==> src/rtl/fb_arbiter.sv <==
// Frame-buffer access controller: shares one pixel RAM between scan-out reads and blitter writes,
// with tear-free page flipping on frame boundaries. Define FB_DOUBLE_BUFFER_EN for two-bank operation.
module fb_arbiter #(
    parameter int ADDR_W   = 12,
    parameter int DATA_W   = 24,
    parameter int WAIT_MAX = 64
) (
    input  logic              clk,
    input  logic              resetn,
    input  logic              rd_req,
    input  logic [ADDR_W-1:0] rd_addr,
    output logic [DATA_W-1:0] rd_data,
    output logic              rd_valid,
    input  logic              wr_req,
    input  logic [ADDR_W-1:0] wr_addr,
    input  logic [DATA_W-1:0] wr_data,
    output logic              wr_ack,
    input  logic              frame_end,
    input  logic              flip_req,
    output logic              flip_done,
    output logic              front_bank,
    output logic              wr_starved,
    output logic [ADDR_W:0]   ram_addr,
    output logic              ram_we,
    output logic [DATA_W-1:0] ram_wdata,
    input  logic [DATA_W-1:0] ram_rdata
);

    localparam int CNT_W = $clog2(WAIT_MAX + 1);

    typedef enum logic [1:0] {
        IDLE  = 2'd0,
        ARMED = 2'd1,
        SWAP  = 2'd2
    } flip_state_t;

    flip_state_t      flip_state;
    logic [1:0]       rd_pipe;
    logic [CNT_W-1:0] wait_cnt;
    logic             rd_grant;
    logic             wr_grant;
    logic             wr_stall;
    logic             rd_bank;
    logic             wr_bank;

`ifdef FB_DOUBLE_BUFFER_EN
    assign wr_stall = (flip_state == ARMED);
    assign rd_bank  = front_bank;
    assign wr_bank  = ~front_bank;
`else
    assign wr_stall = 1'b0;
    assign rd_bank  = 1'b0;
    assign wr_bank  = 1'b0;
`endif

    // Blocking the grant while wr_ack is high stops a held request being written twice.
    assign rd_grant = rd_req;
    assign wr_grant = !rd_req && wr_req && !wr_ack && !wr_stall;

    // NOTE: all state below uses non-blocking assignment so every flop samples pre-edge values.
    always_ff @(posedge clk) begin
        if (!resetn) begin
            ram_addr  <= '0;
            ram_we    <= 1'b0;
            ram_wdata <= '0;
            wr_ack    <= 1'b0;
            rd_pipe   <= '0;
            rd_valid  <= 1'b0;
            rd_data   <= '0;
        end else begin
            ram_we <= wr_grant;
            wr_ack <= wr_grant;
            if (rd_grant) begin
                ram_addr <= {rd_bank, rd_addr};
            end else if (wr_grant) begin
                ram_addr  <= {wr_bank, wr_addr};
                ram_wdata <= wr_data;
            end
            // Stage 0: address on RAM; stage 1: RAM data present; then registered out.
            rd_pipe  <= {rd_pipe[0], rd_grant};
            rd_valid <= rd_pipe[1];
            if (rd_pipe[1]) begin
                rd_data <= ram_rdata;
            end
        end
    end

    always_ff @(posedge clk) begin
        if (!resetn) begin
            flip_state <= IDLE;
            flip_done  <= 1'b0;
            front_bank <= 1'b0;
        end else begin
            flip_done <= 1'b0;
            case (flip_state)
                IDLE: begin
                    // A frame_end coinciding with flip_req is not counted.
                    if (flip_req) begin
                        flip_state <= ARMED;
                    end
                end
                ARMED: begin
                    if (frame_end) begin
                        flip_state <= SWAP;
                        flip_done  <= 1'b1;
`ifdef FB_DOUBLE_BUFFER_EN
                        front_bank <= ~front_bank;
`endif
                    end
                end
                SWAP:    flip_state <= IDLE;
                default: flip_state <= IDLE;
            endcase
        end
    end

    // Deliberate ARMED stalls are not starvation, so the count holds through them.
    always_ff @(posedge clk) begin
        if (!resetn) begin
            wait_cnt   <= '0;
            wr_starved <= 1'b0;
        end else if (!wr_req || wr_grant) begin
            wait_cnt <= '0;
        end else if (!wr_stall && wait_cnt != CNT_W'(WAIT_MAX)) begin
            wait_cnt <= wait_cnt + 1'b1;
            if (wait_cnt == CNT_W'(WAIT_MAX - 1)) begin
                wr_starved <= 1'b1;
            end
        end
    end

endmodule

==> config.mk <==
export PLATFORM = sky130hd
export DESIGN_NAME = fb_arbiter
export DESIGN_NICKNAME = d
export VERILOG_FILES = /design/src/rtl/fb_arbiter.sv
export SDC_FILE = /design/constraint.sdc
export NUM_CORES = 1
export LEC_CHECK = 0
export CORE_ASPECT_RATIO = 1.4
export CORE_UTILIZATION = 40
export CTS_CLUSTER_DIAMETER = 120
export CTS_CLUSTER_SIZE = 10
export DETAILED_ROUTE_END_ITERATION = 10
export GPL_ROUTABILITY_DRIVEN = 0
export PLACE_DENSITY = 0.8
export SLEW_MARGIN = 30
export SYNTH_ARGS = -nofsm -noshare
export SYNTH_HDL_FRONTEND = slang
export SYNTH_SLANG_ARGS = --single-unit
==> constraint.sdc <==
create_clock -name clk -period 2.2 [get_ports clk]
set_clock_uncertainty 0.2 [all_clocks]
set_input_delay 0.66 -clock clk [delete_from_list [all_inputs] [get_ports clk]]
set_output_delay 0.66 -clock clk [all_outputs]
set_load 0.1 [all_outputs]
**After elaboration in Yosys (flattened, before gate mapping)**

Index checks and enable logic that the tools add are counted.

- Register bits: 75
- Input bits: 78
- Output and inout port bits: 67
- Word-level logic and storage cells: 38

- $add $sub $neg: 1
- Equality and inequality tests: 5
- Muxes and demuxes: 6
- Bitwise gates (word level): 3
- Reduce and logical (&&, ||, !) cells: 13

Operator list:

| kind | number |
|---|---|
| $mux W12 | 2 |
| $add A7 B1 Y7 const B | 1 |
| $eq A7 B6 Y1 const B | 1 |
| $ne A7 B7 Y1 const B | 1 |
| $reduce_and A2 Y1 | 3 |
| $mux W2 | 2 |
| $ne A2 B2 Y1 const B | 2 |
| $pmux W2 S2 | 1 |
| $logic_not A1 Y1 | 3 |
| $not A1 Y1 | 3 |
| $reduce_and A3 Y1 | 1 |
| $eq A2 B1 Y1 const B | 1 |
| $logic_and A1 B1 Y1 | 2 |
| $logic_not A2 Y1 | 1 |
| $reduce_bool A2 Y1 | 1 |
| $reduce_or A2 Y1 | 1 |
| $logic_or A1 B1 Y1 | 1 |
| $mux W1 | 1 |

**Longest topological paths before layout**

Gate-level depths: netlist (run 1).

- Depth in word-level cells: 6
- Mapped depth: 5
- Gate-level depth less buffers: 5

**Worst setup path after synthesis (run 1)**

OpenSTA, ideal clock, no wires.

- Path type: register to output
- From: reg ram_we (netlist name)
- To: out wr_ack
- Data arrival time: 1.437 ns
- Data required time: 1.340 ns
- Setup slack: -0.097 ns
- Cell stages (with the launch flop): 2
- Path buffers: 1
- Cells stage by stage: dfxtp_1 buf_4

RTL lines:

| item | RTL line | RTL |
|---|---|---|
| to (decl) | 17 | `output logic wr_ack,` |

**Final worst setup path (run 1)**

- From: in rd_req
- To: reg ram_addr[7]

- Word-level cells in the longest chain between the ends: 4
- Elaborated cells between the ends (all ways): 5
- Those cells by class: mux: 1; reduce/logical: 4

Ends and longest elaborated chain:

| item | RTL line | RTL |
|---|---|---|
| from (decl) | 10 | `input logic rd_req,` |
| $logic_not A1 Y1 | 58 | `assign wr_grant = !rd_req && wr_req && !wr_ack && !wr_stall;` |
| $logic_and A1 B1 Y1 (2 in series) | 58 |  |
| $reduce_bool A2 Y1 (no line) | -- |  |
| to (signal assigned) | 74 | `ram_addr <= {rd_bank, rd_addr};` |
| to (signal assigned) | 76 | `ram_addr <= {wr_bank, wr_addr};` |
| to (decl) | 23 | `output logic [ADDR_W:0] ram_addr,` |

Several ways; a longest one is shown, not always the timed one.
A chain may end at the register's enable or synchronous reset.

==> results of run 1 <==
worst max-delay path by stage:
stage	cells after the start	slack, ps	end
floorplan	1	270	wr_ack
global placement	5	-40	ram_addr[2]
detailed placement	5	-110	ram_addr[7]
CTS	5	230	ram_addr[7]
global route	5	130	ram_addr[10]
finish	5	200	ram_addr[7]
metal layers:
metal | vias to the layer above | wire length, µm | track usage
met4 | 0 | 191 | 0.08625
met5 | - | 0 | 0
met1 | 1194 | 2916 | 0.2299
li1 | 1304 | - | -
met3 | 14 | 585 | 0.07879
met2 | 112 | 4012 | 0.3629
cell families after synthesis:
group                      Yosys count  share of synthesized area
muxes                               36                     0.1223
other                                1                   0.001273
and+or+nand+nor                    100                     0.1665
xor gates and xnor gates             3                   0.008919
DFF                                 75                     0.5096
adders and majority gates            2                   0.008491
AOI/OAI and AO/OA                   59                     0.1435
buffers and inverters               26                    0.03949
worst reg2reg max path, stage by stage (launching register included):
cell,delay [ps]
dfxtp_1,370
or4b_4,580
o21bai_1,330
o21ai_0,140
cells in the final DEF, fill, tap and decap left out, types with 2 or more instances in the layout:
cell and instances:
conb_1 2, nor3_1 2, a21boi_0 24, xor2_1 2, inv_1 2, nand2_1 52, nor2_1 6, and2_1 4
mux2i_1 36, buf_12 67, clkdlybuf4s50_1 76, nand3_1 3, ha_1 2, o21ai_0 17, clkbuf_8 11, nor2b_1 25
dfxtp_1 74, or3_1 3, nand2b_1 2, clkinv_2 3, o311a_1 12, bufinv_16 2, buf_4 9, a21oi_1 3
cell type report:
cell class                      count  share of cell area
Multi-Input combinational cell    202              0.2494
Clock inverter                      5             0.01398
Inverter                            2            0.001398
Tap cell                           95             0.02214
Sequential cell                    75              0.2799
Timing Repair Buffer              153              0.4050
Clock buffer                       11             0.02820
sequential cells by signal (all words and copies together), names as in the netlist:
name,cells
flip_done,1
ram_we,1
wait_cnt,7
rd_pipe,2
rd_valid,1
wr_starved,1
ram_wdata,24
flip_state,2
ram_addr,12
rd_data,24
stage by stage:
| step | util | power [mW] | TNS, ps |
|---|---|---|---|
| 6_report | 0.7641 | 3.656 | 0 |
| 5_1_grt | 0.7641 | 3.799 | 0 |
| 4_1_cts | 0.7641 | 3.694 | 0 |
| 3_5_place_dp | 0.7318 | 2.508 | -2733 |
| 3_3_place_gp | 0.7318 | 2.492 | -1203 |
| 2_1_floorplan | - | 2.056 | 0 |
cells in the mapped netlist, types with 4 or more instances:
cell type / number / area [µm²]
o21ai_0: 17 / 85.08
nand2_1: 52 / 195.2
nor2_1: 6 / 22.52
mux2i_1: 36 / 360.4
buf_2: 6 / 30.03
and2_1: 4 / 25.02
a21boi_0: 24 / 180.2
nor2b_1: 25 / 156.4
clkbuf_1: 15 / 56.30
o311a_1: 12 / 120.1
dfxtp_1: 75 / 1501
report_power, final:
part	switching, mW	internal (mW)
combinational	0.573	0.418
sequential	0.0643	1.42
clock	0.488	0.695
==> summary.txt, run 1 <==
DR DRC count: 0
Max Fanout on Critical Path: 34
CP peak stage delay: 500 ps
Die X: 74.54 µm
Vias in the first global route: 2648
Seq/Total Area, Yosys: 0.5096
Post-Syn Area: 2947 µm²
Pre-CTS setup slack: -111.2 ps
Final setup viols: 0
Routed WL per cell: 14.19 µm
# rows: 36
Primary FF master, synth: dfxtp_1
DP Area: 5142 µm²
Synth unique cells: 28
First-pass DRT Iterations: 4
Layout cells sized above 1: 0.2165
DPL Wire Length: 5802 µm
Startpoint Class: input port
Vias: 2624
GRT Overall Usage: 0.2129
Die footprint: 7718 µm²
DRT antenna net count: 0
CTS Sinks: 75
RSZ-0062 raised after global routing: false
Cell leakage power: 2.056 nW
Fin. Hold Viols: 0
Period Utilization, post-route: 0.9099
Die Height: 103.6 µm
Reg2Reg Setup Slack: 470 ps
Htree depth: 3
Minimum clock period: 2002 ps
Crit path max-delay family: buffers and inverters
HP Start: rd_pipe[0]
CP arrival: 2030 ps
Hold path depth: 1
Synth Warn #: 0
Storage cell area: 1503 µm²
Reg2reg end: wr_starved
Critical Path Slowest Stage Cell: clkdlybuf4s50_1
Post_cts resized: 0
Clock Latency Late Sink: 340 ps
CTS Buffer Depth: 2
Ys async rst share: 0
Mapped Cells: 302
CTS tree: yes
Global-route wire length before repair: 12510 µm
Hold path endpoint: rd_pipe[1]
Initial antenna violation count: 0
Mean post-synth cell area: 9.757 µm²
1st-iter DRT viols: 60
Initial Utilization: 0.4193
Clock-pin transition on the worst setup and hold timing paths: 70 ps
IO Pins: 145
CP cell instances: clkdlybuf4s50_1, buf_4, mux2i_1, o21ai_0, o311a_1
P&R area growth vs syn: 82.21%
Max-slew violation count: 0
Crit path buffers/inverters: 2
# hold bufs at CTS: 0
Filler instances: 488
Max Clock Freq: 499.5 MHz
Setup WS post-layout: 198.2 ps
Synthesis-stage register bit count: 75
Placed Instances: 527
Post-CTS setup buffers: 0
Vias per inst: 4.832
# diodes: 0
Cell area power density: 681.0 nW/µm²
Status: finished clean
GR Overflow Total: 0
Core box area: 7027 µm²
HP Class: flop to flop
Largest net degree at the start of global routing: 39
Req. time, crit path: 2230 ps
Post-route cell area: 5369 µm²
CTS Buf Count: 9
Max rail drop VDD: 552.4 µV
R2R Path Start: wait_cnt[2]
Max-cap viol count: 0
Critical path type: input port to flop
Critical Path End Type: flop
Critical path origin: rd_req
Cell Count, Final, Fillers Out: 543
Net count, final: 523
WHS: 236.3 ps
Port Buffers: 142
Post-synth EDFFs: 0
R2r worst-path depth: 3
Clock tree root buffer cell: clkbuf_8
Final WL: 7706 µm
Area of the multi-input gates: 1339 µm²
Power figures use the tool's default switching activity.
==> run 2: changes to the inputs <==
--- a/config.mk
+++ b/config.mk
@@ -5,13 +5,14 @@
 export SDC_FILE = /design/constraint.sdc
 export NUM_CORES = 1
 export LEC_CHECK = 0
+export ABC_AREA = 0
 export CORE_ASPECT_RATIO = 1.4
-export CORE_UTILIZATION = 40
+export CORE_UTILIZATION = 45
 export CTS_CLUSTER_DIAMETER = 120
 export CTS_CLUSTER_SIZE = 10
 export DETAILED_ROUTE_END_ITERATION = 10
+export DONT_BUFFER_PORTS = 1
 export GPL_ROUTABILITY_DRIVEN = 0
-export PLACE_DENSITY = 0.8
 export SLEW_MARGIN = 30
 export SYNTH_ARGS = -nofsm -noshare
 export SYNTH_HDL_FRONTEND = slang
==> run 2 against run 1 <==
Against the previous run:
- clock power is 25% lower
- critical path depth shrank 4
- worst hold slack worse by 1.7 ps
- setup slack improved by 150 ps
- non-clock buffer count down 85
- power fell by 18%
- die area decreased by 11%
- wire length down 25%
- core utilization fell by 19 points
- register-to-register slack lost 40 ps
- sequential share of layout area is 14 points higher
==> summary.txt, run 2 (synthesis gave the netlist of run 1 again) <==
Registers with the most flip-flops: ram_wdata (24), rd_data (24), ram_addr (12)
Vias in the first global route: 2039
Period Utilization, post-route: 0.8426
Post_cts resized: 0
1st-iter DRT viols: 69
Area of the multi-input gates: 1333 µm²
Routed WL per cell: 13.30 µm
Die Height: 97.75 µm
Largest net degree at the start of global routing: 68
CP peak stage delay: 390 ps
CP arrival: 990 ps
Commonest cells after routing, fill and taps aside: 74 x dfxtp_1, 67 x buf_4, 52 x nand2_1
Die footprint: 6880 µm²
Max Clock Freq: 539.5 MHz
CTS tree: yes
Status: finished clean
Most common cell after layout, fill and taps aside: dfxtp_1
Slew at the pin with the worst max-slew slack: 514.6 ps
Hold path depth: 1
Reg2Reg Setup Slack: 430 ps
DR DRC count: 0
Final setup viols: 0
GRT Overall Usage: 0.1696
Fin. Hold Viols: 0
Critical Path Slowest Stage Cell: dfxtp_2
Hold path endpoint: rd_pipe[1]
Req. time, crit path: 1340 ps
Setup WS post-layout: 346.3 ps
Htree depth: 3
DP Area: 3456 µm²
Post-route cell area: 3616 µm²
Filler instances: 582
Crit path max-delay family: flip-flops
Critical path type: flop to output pin
Global-route wire length before repair: 9239 µm
CTS Buffer Depth: 2
Vias: 2173
Port Buffers: 0
RSZ-0062 raised after global routing: false
Storage cell area: 1503 µm²
Max-cap viol count: 0
# diodes: 0
Layout cells sized above 1: 0.2348
Crit path buffers/inverters: 1
Clock tree root buffer cell: clkbuf_8
Pre-CTS setup slack: 255.3 ps
CTS Sinks: 75
Reg2reg end: wr_starved
Vias per inst: 5.007
Startpoint Class: flop
R2R Path Start: wait_cnt[2]
Cell area power density: 828.5 nW/µm²
# hold bufs at CTS: 0
DPL Wire Length: 4024 µm
Initial antenna violation count: 0
CTS Buf Count: 9
GR Overflow Total: 0
P&R area growth vs syn: 22.72%
Clock Latency Late Sink: 330 ps
HP Class: flop to flop
CP cell instances: buf_12
Core box area: 6254 µm²
Cell leakage power: 1.477 nW
HP Start: rd_pipe[0]
Slew Limit Headroom: 0.6569
# rows: 34
Max Fanout on Critical Path: 5
DRT antenna net count: 0
Net count, final: 438
Die X: 70.39 µm
Max rail drop VDD: 434.5 µV
Max-slew violation count: 0
Critical Path End Type: output pin
Minimum clock period: 1854 ps
Setup TNS Final: 0 ps
Final WL: 5774 µm
Post-CTS setup buffers: 0
R2r worst-path depth: 3
First-pass DRT Iterations: 4
Clock-pin transition on the worst setup and hold timing paths: 70 ps
Initial Utilization: 0.4712
IO Pins: 145
==> run 2: layout make-up <==
class,instances,area share
clock inverters,3,0.004152
clock buffers,12,0.04014
repair buffers,68,0.1446
flip-flops and latches,75,0.4156
multi-input cells,202,0.3685
well taps,72,0.02491
inverters,2,0.002076
==> run 2: stage by stage <==
step                utilization  instances  hold WS [ps]  power [mW]
detailed placement       0.5526        419         217.7       2.149
CTS                      0.5782        434         226.0       3.038
global placement         0.5526        419         218.3       2.143
finish                   0.5782        434         234.6       2.996
floorplan                     -        303         211.9       2.056
global route             0.5782        434         223.6       3.129
==> run 2: how the worst max path moves through the flow <==
stage / from / end / slack, ps / cells past startpoint
2_1_floorplan: ram_we / wr_ack / 270 / 1
3_3_place_gp: rd_req / ram_wdata[13] / 270 / 3
3_5_place_dp: rd_req / ram_wdata[22] / 260 / 3
4_1_cts: ram_we / ram_we / 330 / 1
5_1_grt: ram_we / ram_we / 290 / 1
6_report: ram_we / wr_ack / 350 / 1
==> run 2: routing by layer <==
layer	wire length [µm]	part of all wire	track usage
met1	2484	0.43	0.1885
met2	2727	0.47	0.2850
met3	433	0.075	0.05779
met4	129	0.022	0.08462
met5	0	0	0
==> run 2: power by group <==
part | switching [mW] | internal, mW
combinational | 0.525 | 0.151
sequential | 0.0201 | 1.42
clock | 0.452 | 0.429
==> run 3: changes to the inputs <==
==> constraint.sdc (replaced) <==
create_clock -name clk -period 1.6 [get_ports clk]
set_clock_uncertainty 0.2 [all_clocks]
set_input_delay 0.48 -clock clk [delete_from_list [all_inputs] [get_ports clk]]
set_output_delay 0.48 -clock clk [all_outputs]
set_load 0.1 [all_outputs]
==> run 3 against run 2 <==
Against the previous run:
- the run now ends with negative setup slack left
- clock power increased by 90%
- largest power group unchanged
- final cell count shrank 1.4%
- critical path type unchanged
- largest cell class unchanged
- worst hold slack worse by 180 ps
- power rose by 58%
- wire length is 11% higher
- die area unchanged
==> summary.txt, run 3 (synthesis gave the netlist of run 1 again) <==
Status: finished, violations left
Failing checks: negative setup slack
1st-iter DRT viols: 79
Vias per inst: 5.283
Largest net degree at the start of global routing: 68
Minimum clock period: 1628 ps
Worst Setup EP: ram_we
# rows: 34
Crit path buffers/inverters: 1
Initial antenna violation count: 0
P&R area growth vs syn: 50.53%
Critical path type: flop to output pin
Fin. Hold Viols: 0
Final core utilization: 0.7093
Cell area power density: 1066 nW/µm²
Area of the multi-input gates: 1350 µm²
Storage cell area: 1614 µm²
RSZ-0062 raised after global routing: true
Clock-pin transition on the worst setup and hold timing paths: 70 ps
Max Fanout on Critical Path: 6
Crit path max-delay family: flip-flops
HP Class: input port to flop
Final setup viols: 2
Reg2Reg Setup Slack: 0 ps
Max rail drop VDD: 693.9 µV
Filler instances: 434
Htree depth: 3
Registers with the most flip-flops: ram_wdata (24), rd_data (24), ram_addr (12)
Vias: 2261
CTS Sinks: 75
Req. time, crit path: 920 ps
Worst path depth: 1
Commonest cells after routing, fill and taps aside: 54 x buf_12, 52 x nand2_1, 51 x dfxtp_2
Die Height: 97.75 µm
Cell leakage power: 1.678 nW
CP cell instances: buf_12
Startpoint Class: flop
Core box area: 6254 µm²
Critical path origin: ram_we
Final WL: 6421 µm
DR DRC count: 0
Critical Path Slowest Stage Cell: dfxtp_4
Vias in the first global route: 2249
Setup WS post-layout: -28.33 ps
R2R Path Start: wait_cnt[3]
Critical Path End Type: output pin
DPL Wire Length: 4721 µm
Clock Latency Late Sink: 340 ps
Most common cell after layout, fill and taps aside: buf_12
CP peak stage delay: 420 ps
CTS Buf Count: 9
First-pass DRT Iterations: 4
Routed WL per cell: 15.00 µm
Clock tree root buffer cell: clkbuf_8
Initial Utilization: 0.4712
Pre-CTS setup slack: -194.1 ps
Die footprint: 6880 µm²
CTS tree: yes
GRT Overall Usage: 0.1914
Period Utilization, post-route: 1.018
Port Buffers: 0
# diodes: 0
CP arrival: 950 ps
Max Clock Freq: 614.1 MHz
GR Overflow Total: 0
CTS Buffer Depth: 2
DRT antenna net count: 0
Layout cells sized above 1: 0.4101
Die X: 70.39 µm
Max-cap viol count: 0
Global-route wire length before repair: 10400 µm
R2r worst-path depth: 3
# hold bufs at CTS: 0
Net count, final: 431
IO Pins: 145
Setup TNS Final: -52.45 ps
Max-slew violation count: 0
Reg2reg end: wait_cnt[1]
run 3: cell count changes in the layout (fill, tap and decap cells not counted), moves of 2 or more:
| cell | change |
|---|---|
| buf_12 | +53 |
| buf_4 | -61 |
| bufinv_16 | +2 |
| a21boi_1 | +11 |
| dfxtp_2 | +50 |
| a21boi_0 | -11 |
| dfxtp_1 | -63 |
| dfxtp_4 | +13 |
run 3: report_power, final:
group | total, mW | switching [mW] | internal [mW]
clock network | 1.67 | 0.660 | 1.01
registers | 2.22 | 0.258 | 1.96
logic | 0.837 | 0.525 | 0.312
total | 4.73 | 1.44 | 3.28
run 3: per-stage QoR:
step / cells / power, mW / cell area (µm²) / hold slack, ps
floorplan: 303 / 2.857 / 3062 / 211.9
global placement: 412 / 3.090 / 4148 / 216.1
finish: 428 / 4.726 / 4436 / 54.66
global route: 428 / 4.883 / 4436 / 53.67
CTS: 429 / 4.773 / 4437 / 36.10
detailed placement: 412 / 3.105 / 4150 / 223.5
run 3: area by class of cell:
type                       count  area share
timing repair buffer          61      0.2564
inverter                       2    0.001693
sequential                    75      0.3639
multi-input combinational    202      0.3044
clock inverter                 4     0.01580
clock buffer                  12     0.03752
tap                           72     0.02031
run 3: how the worst min path moves through the flow:
stage | startpoint | end | slack, ps | cells after the start
global route | wr_data[21] | ram_wdata[21] | 50 | 2
floorplan | rd_pipe[0] | rd_pipe[1] | 210 | 1
CTS | wr_data[21] | ram_wdata[21] | 40 | 2
global placement | rd_pipe[0] | rd_pipe[1] | 220 | 1
finish | resetn | wr_starved | 50 | 2
detailed placement | rd_pipe[0] | rd_pipe[1] | 220 | 1
run 3: per-layer routing:
| layer | wire [µm] | part of all wire | vias up | track usage |
|---|---|---|---|---|
| met4 | 178 | 0.028 | 0 | 0.1077 |
| met3 | 476 | 0.074 | 16 | 0.05263 |
| li1 | - | - | 1122 | - |
| met1 | 2645 | 0.41 | 1020 | 0.2137 |
| met5 | 0 | 0 | - | 0 |
| met2 | 3122 | 0.49 | 103 | 0.3238 |
run 3: what timing repair did:
item / CTS / global route
setup buffers: 1 / 0
pin swaps: 0 / 1
setup endpoints to repair: 27 / 31
resized for setup: 17 / 3
